$ cat src/rtl/toy_control_unit_if.sv
// Instruction-fetch bus between the toy control unit (master) and instruction memory (slave).
// The master raises imem_req; the slave answers with imem_ack, and imem_data is valid in that same cycle.
interface toy_control_unit_if #(
    parameter int PC_W = 8
);
    logic            imem_req;
    logic [PC_W-1:0] imem_addr;
    logic            imem_ack;
    logic [15:0]     imem_data;

    modport master (
        output imem_req,
        output imem_addr,
        input  imem_ack,
        input  imem_data
    );

    modport slave (
        input  imem_req,
        input  imem_addr,
        output imem_ack,
        output imem_data
    );
endinterface

$ cat src/rtl/toy_control_unit.sv
// Multi-cycle fetch/decode/execute/write-back sequencer for the toy CPU ALU.
// It keeps the zero/carry flag register, and conditional branches read those flags.
module toy_control_unit #(
    parameter int              PC_W     = 8,
    parameter logic [PC_W-1:0] RESET_PC = '0
) (
    input  logic             clk,
    input  logic             rst_n,
    toy_control_unit_if.master imem,
    output logic [2:0]       alu_op,
    output logic [3:0]       rs_addr,
    output logic [3:0]       rt_addr,
    output logic [3:0]       rd_addr,
    output logic             reg_we,
    input  logic             alu_z,
    input  logic             alu_c,
    output logic             flag_z,
    output logic             flag_c,
    output logic [PC_W-1:0]  pc,
    output logic             halted
);

    typedef enum logic [2:0] {
        FETCH,
        DECODE,
        EXECUTE,
        WRITEBACK,
        HALT
    } state_t;

    localparam logic [3:0] OP_ADD  = 4'b0000;
    localparam logic [3:0] OP_SUB  = 4'b0001;
    localparam logic [3:0] OP_SHL  = 4'b0100;
    localparam logic [3:0] OP_XOR  = 4'b0101;
    localparam logic [3:0] OP_OR   = 4'b0110;
    localparam logic [3:0] OP_AND  = 4'b0111;
    localparam logic [3:0] OP_JZ   = 4'b1000;
    localparam logic [3:0] OP_JC   = 4'b1001;
    localparam logic [3:0] OP_HALT = 4'b1111;

    state_t          state_reg, state_next;
    logic [PC_W-1:0] pc_reg, pc_next;
    logic [15:0]     ir_reg, ir_next;
    logic            flag_z_reg, flag_z_next;
    logic            flag_c_reg, flag_c_next;

    logic [3:0]      opcode;
    logic            is_alu;
    logic            is_jz;
    logic            is_jc;
    logic            is_halt;
    logic [PC_W-1:0] target;

    assign opcode = ir_reg[15:12];

    always_comb begin
        is_alu  = 1'b0;
        is_jz   = 1'b0;
        is_jc   = 1'b0;
        is_halt = 1'b0;
        case (opcode)
            OP_ADD, OP_SUB, OP_SHL,
            OP_XOR, OP_OR,  OP_AND: is_alu  = 1'b1;
            OP_JZ:                  is_jz   = 1'b1;
            OP_JC:                  is_jc   = 1'b1;
            OP_HALT:                is_halt = 1'b1;
            default:                ;
        endcase
    end

    // Branch target is ir[7:0], zero-extended or truncated to the PC width.
    genvar gi;
    generate
        for (gi = 0; gi < PC_W; gi++) begin : g_target
            if (gi < 8) begin : g_bit
                assign target[gi] = ir_reg[gi];
            end else begin : g_zero
                assign target[gi] = 1'b0;
            end
        end
    endgenerate

    always_ff @(posedge clk or negedge rst_n) begin
        if (!rst_n) begin
            state_reg  <= FETCH;
            pc_reg     <= RESET_PC;
            ir_reg     <= '0;
            flag_z_reg <= 1'b0;
            flag_c_reg <= 1'b0;
        end else begin
            state_reg  <= state_next;
            pc_reg     <= pc_next;
            ir_reg     <= ir_next;
            flag_z_reg <= flag_z_next;
            flag_c_reg <= flag_c_next;
        end
    end

    always_comb begin
        state_next  = state_reg;
        pc_next     = pc_reg;
        ir_next     = ir_reg;
        flag_z_next = flag_z_reg;
        flag_c_next = flag_c_reg;
        case (state_reg)
            FETCH: begin
                if (imem.imem_ack) begin
                    ir_next    = imem.imem_data;
                    pc_next    = pc_reg + PC_W'(1);
                    state_next = DECODE;
                end
            end
            DECODE: begin
                state_next = is_halt ? HALT : EXECUTE;
            end
            EXECUTE: begin
                // Branches test the flags as they were before this instruction.
                if (is_alu) begin
                    flag_z_next = alu_z;
                    flag_c_next = alu_c;
                    state_next  = WRITEBACK;
                end else begin
                    if ((is_jz && flag_z_reg) || (is_jc && flag_c_reg)) begin
                        pc_next = target;
                    end
                    state_next = FETCH;
                end
            end
            WRITEBACK: state_next = FETCH;
            HALT:      state_next = HALT;
            default:   state_next = FETCH;
        endcase
    end

    // The fetch request is gated by rst_n so that it is low while reset is held.
    // reg_we is decoded from the state register, so asserting reset removes it without waiting for a clock edge.
    assign imem.imem_req  = (state_reg == FETCH) && rst_n;
    assign imem.imem_addr = pc_reg;
    assign reg_we         = (state_reg == WRITEBACK);
    assign halted         = (state_reg == HALT);

    assign alu_op  = is_alu ? opcode[2:0] : 3'b000;
    assign rd_addr = ir_reg[11:8];
    assign rs_addr = ir_reg[7:4];
    assign rt_addr = ir_reg[3:0];

    assign pc     = pc_reg;
    assign flag_z = flag_z_reg;
    assign flag_c = flag_c_reg;

endmodule

$ cat src/flat_wrapper.sv
// flat-port wrapper written by rule: the top's interface ports become plain ports
module toy_control_unit_flat 
#(
    parameter int              PC_W     = 8,
    parameter logic [PC_W-1:0] RESET_PC = '0
)
  (clk, rst_n, alu_op, rs_addr, rt_addr, rd_addr, reg_we, alu_z, alu_c, flag_z, flag_c, pc, halted, imem_imem_req, imem_imem_addr, imem_imem_ack, imem_imem_data);
  toy_control_unit_if #(.PC_W(PC_W)) imem_i ();
  input  logic clk;
  input  logic rst_n;
  output logic [2:0] alu_op;
  output logic [3:0] rs_addr;
  output logic [3:0] rt_addr;
  output logic [3:0] rd_addr;
  output logic reg_we;
  input  logic alu_z;
  input  logic alu_c;
  output logic flag_z;
  output logic flag_c;
  output logic [PC_W-1:0] pc;
  output logic halted;
  output wire logic [$bits(imem_i.imem_req)-1:0] imem_imem_req;
  output wire logic [$bits(imem_i.imem_addr)-1:0] imem_imem_addr;
  input wire logic [$bits(imem_i.imem_ack)-1:0] imem_imem_ack;
  input wire logic [$bits(imem_i.imem_data)-1:0] imem_imem_data;
  assign imem_imem_req = imem_i.imem_req;
  assign imem_imem_addr = imem_i.imem_addr;
  assign imem_i.imem_ack = imem_imem_ack;
  assign imem_i.imem_data = imem_imem_data;
  toy_control_unit #(.PC_W(PC_W), .RESET_PC(RESET_PC)) u_core (.clk(clk), .rst_n(rst_n), .imem(imem_i), .alu_op(alu_op), .rs_addr(rs_addr), .rt_addr(rt_addr), .rd_addr(rd_addr), .reg_we(reg_we), .alu_z(alu_z), .alu_c(alu_c), .flag_z(flag_z), .flag_c(flag_c), .pc(pc), .halted(halted));
endmodule
$ cat config.mk
export PLATFORM = sky130hd
export DESIGN_NAME = toy_control_unit_flat
export DESIGN_NICKNAME = d
export VERILOG_FILES = /design/src/rtl/toy_control_unit_if.sv /design/src/rtl/toy_control_unit.sv /design/src/flat_wrapper.sv
export SDC_FILE = /design/constraint.sdc
export NUM_CORES = 1
export LEC_CHECK = 0
export CORE_MARGIN = 5
export CORE_UTILIZATION = 49
export CTS_CLUSTER_DIAMETER = 30
export CTS_CLUSTER_SIZE = 40
export DETAILED_ROUTE_END_ITERATION = 10
export PLACE_DENSITY_LB_ADDON = 0.2
export SLEW_MARGIN = 20
export SYNTH_ARGS = -nofsm -noshare
export SYNTH_HDL_FRONTEND = slang
export SYNTH_SLANG_ARGS = --single-unit
$ cat constraint.sdc
create_clock -name clk -period 2.9 [get_ports clk]
set_input_delay 0.58 -clock clk [delete_from_list [all_inputs] [get_ports clk]]
set_output_delay 0.58 -clock clk [all_outputs]
set_load 0.01 [all_outputs]
# Yosys cells after proc, flatten, opt, wreduce, memory -nomap -nowiden
# Cells that the tools add are included.
[word_totals]
ff_bits = 29
latch_bits = 0
ramBits = 0
romBits = 0
inputBits = 21
word_cells = 45
mem_count = 0
[classes]
addsub = 1
multipliers = 0
n_div = 0
magnitude_cmp = 0
eq_ne = 15
shifts = 0
muxes = 13
bitwise = 0
n_reduce_logical = 11
[op_table]
columns = ["cell", "n"]
rows = [
  ["$mux 8", 3],
  ["$eq 4x3->1 const B", 4],
  ["$pmux 8 s2", 1],
  ["$eq 4x4->1 const B", 3],
  ["$pmux 3 s4", 1],
  ["$mux 3", 3],
  ["$add 8x1->8 const B", 1],
  ["$eq 3x2->1 const B", 2],
  ["$reduce_or 6->1", 1],
  ["$eq 4x1->1 const B", 1],
  ["$logic_not 4->1", 1],
  ["$mux 1", 4],
  ["$ne 2x2->1 const B", 2],
  ["$reduce_and 2->1", 2],
  ["$reduce_and 4->1", 1],
  ["$eq 3x1->1 const B", 1],
  ["$eq 3x3->1 const B", 1],
  ["$logic_and 1x1->1", 3],
  ["$logic_not 3->1", 1],
  ["$mux 2", 1],
  ["$ne 2x1->1 const B", 1],
  ["$reduce_bool 2->1", 1],
  ["$logic_or 1x1->1", 1],
]

# Longest topological paths before layout
# Gate-level depths: netlist of run 1.
[logic_depth]
depth_word = 7
mapped_depth = 6
ltp_nobuf = 4

# Worst setup path after synthesis of run 1
# Ideal clock, no wire load.
[synth_timing]
kind = "register to register"
start = "register u_core.state_reg[0]"
end = "register u_core.pc_reg[1], in the netlist u_core.imem.imem_addr[1]"
setup_time_ns = 0.128
t_arrival_ns = 1.584
required_ns = 2.772
setup_slack_ns = 1.188
stages_incl_launch_ff = 6
n_path_buf = 2
period_less_slack_ns = 1.712
cell_sequence = "dfrtp_1 buf_6 or3b_1 buf_2 o31ai_2 mux2_1"
[synth_between]
elab_chain_len = 3
elab_cells_between_ends = 8
[synth_lines]
columns = ["item", "line_no", "text"]
rows = [
  ["from (decl)", "toy_control_unit.sv:41", "state_t state_reg, state_next;"],
  ["from (signal assigned)", "toy_control_unit.sv:91", "state_reg <= state_next;"],
  ["$eq 3x2->1 or $logic_not 3->1 (tied branches)", "toy_control_unit.sv:105", "case (state_reg)"],
  ["$ne 2x2->1 (no source line), or another cell as far along", "-", ""],
  ["$reduce_and 4->1 (no source line)", "-", ""],
  ["to (signal assigned)", "toy_control_unit.sv:92", "pc_reg <= pc_next;"],
  ["to (decl)", "toy_control_unit.sv:42", "logic [PC_W-1:0] pc_reg, pc_next;"],
]
# Several ways; a longest one is shown, not always the timed one.
# A chain may end at the register's enable or synchronous reset.

# Worst setup path in the final report of run 1
[layout_timing]
start = "input rst_n"
end = "output imem_imem_req"
[layout_between]
elab_chain_len = 1
[layout_lines]
columns = ["item", "line_no", "text"]
rows = [
  ["from (decl)", "flat_wrapper.sv:10", "input logic rst_n;"],
  ["$logic_and 1x1->1", "toy_control_unit.sv:137", "assign imem.imem_req = (state_reg == FETCH) && rst_n;"],
  ["to (decl)", "flat_wrapper.sv:22", "output wire logic [$bits(imem_i.imem_req)-1:0] imem_imem_req;"],
]
# No other way between the ends.

==> metrics.md, run 1 <==
| Metric | Value |
|---|---|
| CTS Root Cell | clkbuf_4 |
| Slew @ Worst Pin | between 600 and 700 ps |
| Average size of a mapped cell | 9.483 um2 |
| Reg-to-Reg End | u_core.flag_c |
| Clock Latency Late Sink | ~330 ps |
| Reg2Reg Depth | 3 |
| Residual DRC | 0 |
| Fmax | 404.0 MHz |
| Area Growth Syn to Fin | 28.41% |
| PD cells | between 1000 and 1500 nW/um2 |
| Largest net degree at the start of global routing | 30 |
| Crit path required time | between 2000 and 2500 ps |
| Hold Path Sink | u_core.ir_reg[10] |
| Outcome | complete, no violations |
| Hold slack | around 480 ps |
| Slack of the worst reg-to-reg path | around 760 ps |
| Placed cells | around 260 |
| Via density | approximately 5.6 |
| Distinct cells, synth | 44 |
| Post-layout net count | ~240 |
| Die ar. | ~4800 um2 |
| Sequential share of the synthesized area | 41.82% |
| Port bufs | between 50 and 60 |
| Setup TNS | 0 ps |
| Critical path capture point type | output port |
| Hold Vio Cnt, Final | 0 |
| Minimum clock period | about 2500 ps |
| Clock buffer depth | 2 |
| Initial antenna violation count | 0 |
| Commonest non-fill, non-tap cell in the layout | clkdlybuf4s50_1 |
| Die H | approximately 70 um |
| Fill cells | ~290 |
| Post-DR wirelength/cell | between 15 and 20 um |
| Worst EP arrival | 1900 ps |
| Synth Flop Type | dfrtp_1 |
| Htree depth | 2 |
| Leak pwr | approximately 0.95 nW |
| Cells after Synth | between 150 and 200 |
| Post-Synthesis Cell Area | around 1700 um2 |
| Dpl hpwl | about 3000 um |
| Most frequent cells in the layout | clkdlybuf4s50_1, nand2_1, dfrtp_1 |
| Row Count | 21 |
| Switching power | about 0.96 mW |
| CP Launch Type | primary input |
| Worst setup margin | 424.5 ps |
| # IOs | between 50 and 60 |
| Share of layout cells above drive strength 1 | a little under a tenth |
| Critical Path Fanout Max | 2 |
| CTS tree | done |
| Hold-fix buffers, CTS | 0 |
| Gr ovfl total | 0 |
| Post-layout util | between 60% and 70% |
| Part of the power in registers | between 30% and 40% |
| CTS clk-pin slew, worst paths | 80 ps |
| Period utilisation layout | a little under nine tenths |
| Wire length of the first global-routing pass | about 7100 um |
| Core area | ~3400 um2 |
| Yosys warnings | 0 |
| # diodes | 0 |
| RSZ-0062 raised after global routing | no |
| WHS Path Cells | 2 |
| Post-synth EDFFs | 0 |
| Routed wire length | slightly above 4000 um |
| Vias | about 1500 |
| Finished Layout Cells | 265 |
| Post-Place Setup Slack | just over 400 ps |
| HP Start | u_core.ir_reg[10] |
| Yosys reg bits | 29 |
| Number of global-route vias before repair | 1475 |
| Starting Density | 51.20% |
| Placer congestion estimate | roughly 0.79 |
| Final setup viols | 0 |
| Initial DRC Count | between 100 and 150 |
| WS Path Type | in -> out |
| Syn nets | 205 |
| Sw frac | between 40% and 50% |
| Gr usage total | between 10% and 20% |
| Fin. max-slew vios | 0 |
| Peak VDD IR | about 0.52 mV |
| Largest register FFs | 16 |
| PostCTS Resize Cnt | 0 |
| Combinational share of power | 54.4% |
| Drt first pass iters | 4 |
| # clock sinks | 29 |
| Hold Path Class | reg -> reg |
| Worst Clk Skew | 8.341 ps |
| Final ANT Viol Nets | 0 |
| Worst reg2reg startpoint | u_core.state_reg[1] |
| Post-synth ARST share | 100.0% |
| Cts bufs inserted | 5 |
| Int Pwr | 1.410 mW |
| Post-CTS setup repair buffer count | 0 |
| Max cap viols | 0 |
| Clock power share | a little over a tenth |
| Worst rel slew slack | 57.19% |
| Die width | ~70 um |
kinds of logic (layout without fill, tap and decap cells):
group | after synthesis | in the layout | share of synthesized area [%]
AOI/OAI and AO/OA | 27 | 27 | 12.83
muxes | 7 | 7 | 4.398
DFF | 29 | 29 | 41.82
and+or+nand+nor | 86 | 86 | 27.47
buffers and inverters | 33 | 69 | 12.76
adders and majority gates | 1 | 1 | 0.7209
stage by stage:
step / area [um2] / power [mW]
finish: 2228 / 2.370
global route: 2228 / 2.552
CTS: 2228 / 2.390
detailed placement: 2173 / 2.134
global placement: 2173 / 2.081
floorplan: 1735 / 1.687
layout make-up:
| class | instances | area (um2) | area share [%] |
|---|---|---|---|
| clock buffer | 7 | 55.05 | 2.471 |
| inverter | 1 | 3.754 | 0.1684 |
| multi-input combinational | 121 | 788.3 | 35.37 |
| sequential | 29 | 725.7 | 32.57 |
| tap | 46 | 57.56 | 2.583 |
| timing repair buffer | 61 | 598.1 | 26.84 |
power by group through the flow:
stage	logic (mW)	clock network, mW	registers (mW)
CTS	1.30	0.256	0.830
finish	1.29	0.251	0.830
floorplan	0.922	0	0.765
detailed placement	1.30	0	0.838
global route	1.41	0.272	0.868
global placement	1.26	0	0.820
layer usage:
| metal | GRT usage, % | part of all wire (%) | vias to the layer above |
|---|---|---|---|
| met5 | 0 | 0 | - |
| met4 | 5.206 | 1.3 | 0 |
| met3 | 6.087 | 5.7 | 6 |
| met2 | 29.87 | 50 | 42 |
| met1 | 23.01 | 43 | 725 |
| li1 | - | - | 710 |
cells in the mapped netlist (all sizes together), types with 3 or more instances:
| cell type | count | area, um2 |
|---|---|---|
| nand2 | 49 | 183.9 |
| dfrtp | 29 | 725.7 |
| buf | 26 | 195.2 |
| o211ai | 8 | 60.06 |
| clkbuf | 6 | 22.52 |
| o311ai | 6 | 52.55 |
| mux2 | 5 | 56.30 |
| nand3 | 5 | 25.02 |
| nor3b | 5 | 42.54 |
| or3b | 4 | 35.04 |
| nor2b | 3 | 18.77 |
| or4bb | 3 | 33.78 |
worst max-delay path: stages:
cell and delay [ps]:
clkdlybuf4s50_1 470, nor4b_1 250, clkdlybuf4s50_1 590
worst max path at each step:
stage / from / end / slack, ps / cells after the start
after global routing: u_core.state_reg[2] / halted / 390 / 2
after detailed placement: rst_n / imem_imem_req / 410 / 3
after floorplan: u_core.state_reg[0] / u_core.imem.imem_addr[1] / 1190 / 5
final: rst_n / imem_imem_req / 420 / 3
after global placement: rst_n / imem_imem_req / 480 / 3
after CTS: rst_n / imem_imem_req / 400 / 3
(Power assumes the default switching activity.)
==> inputs of run 2 (changes only) <==
- SLEW_MARGIN: 20 -> unset
==> results of run 2 <==
Same layout as run 1: the final DEF is identical, and so are final timing and power.
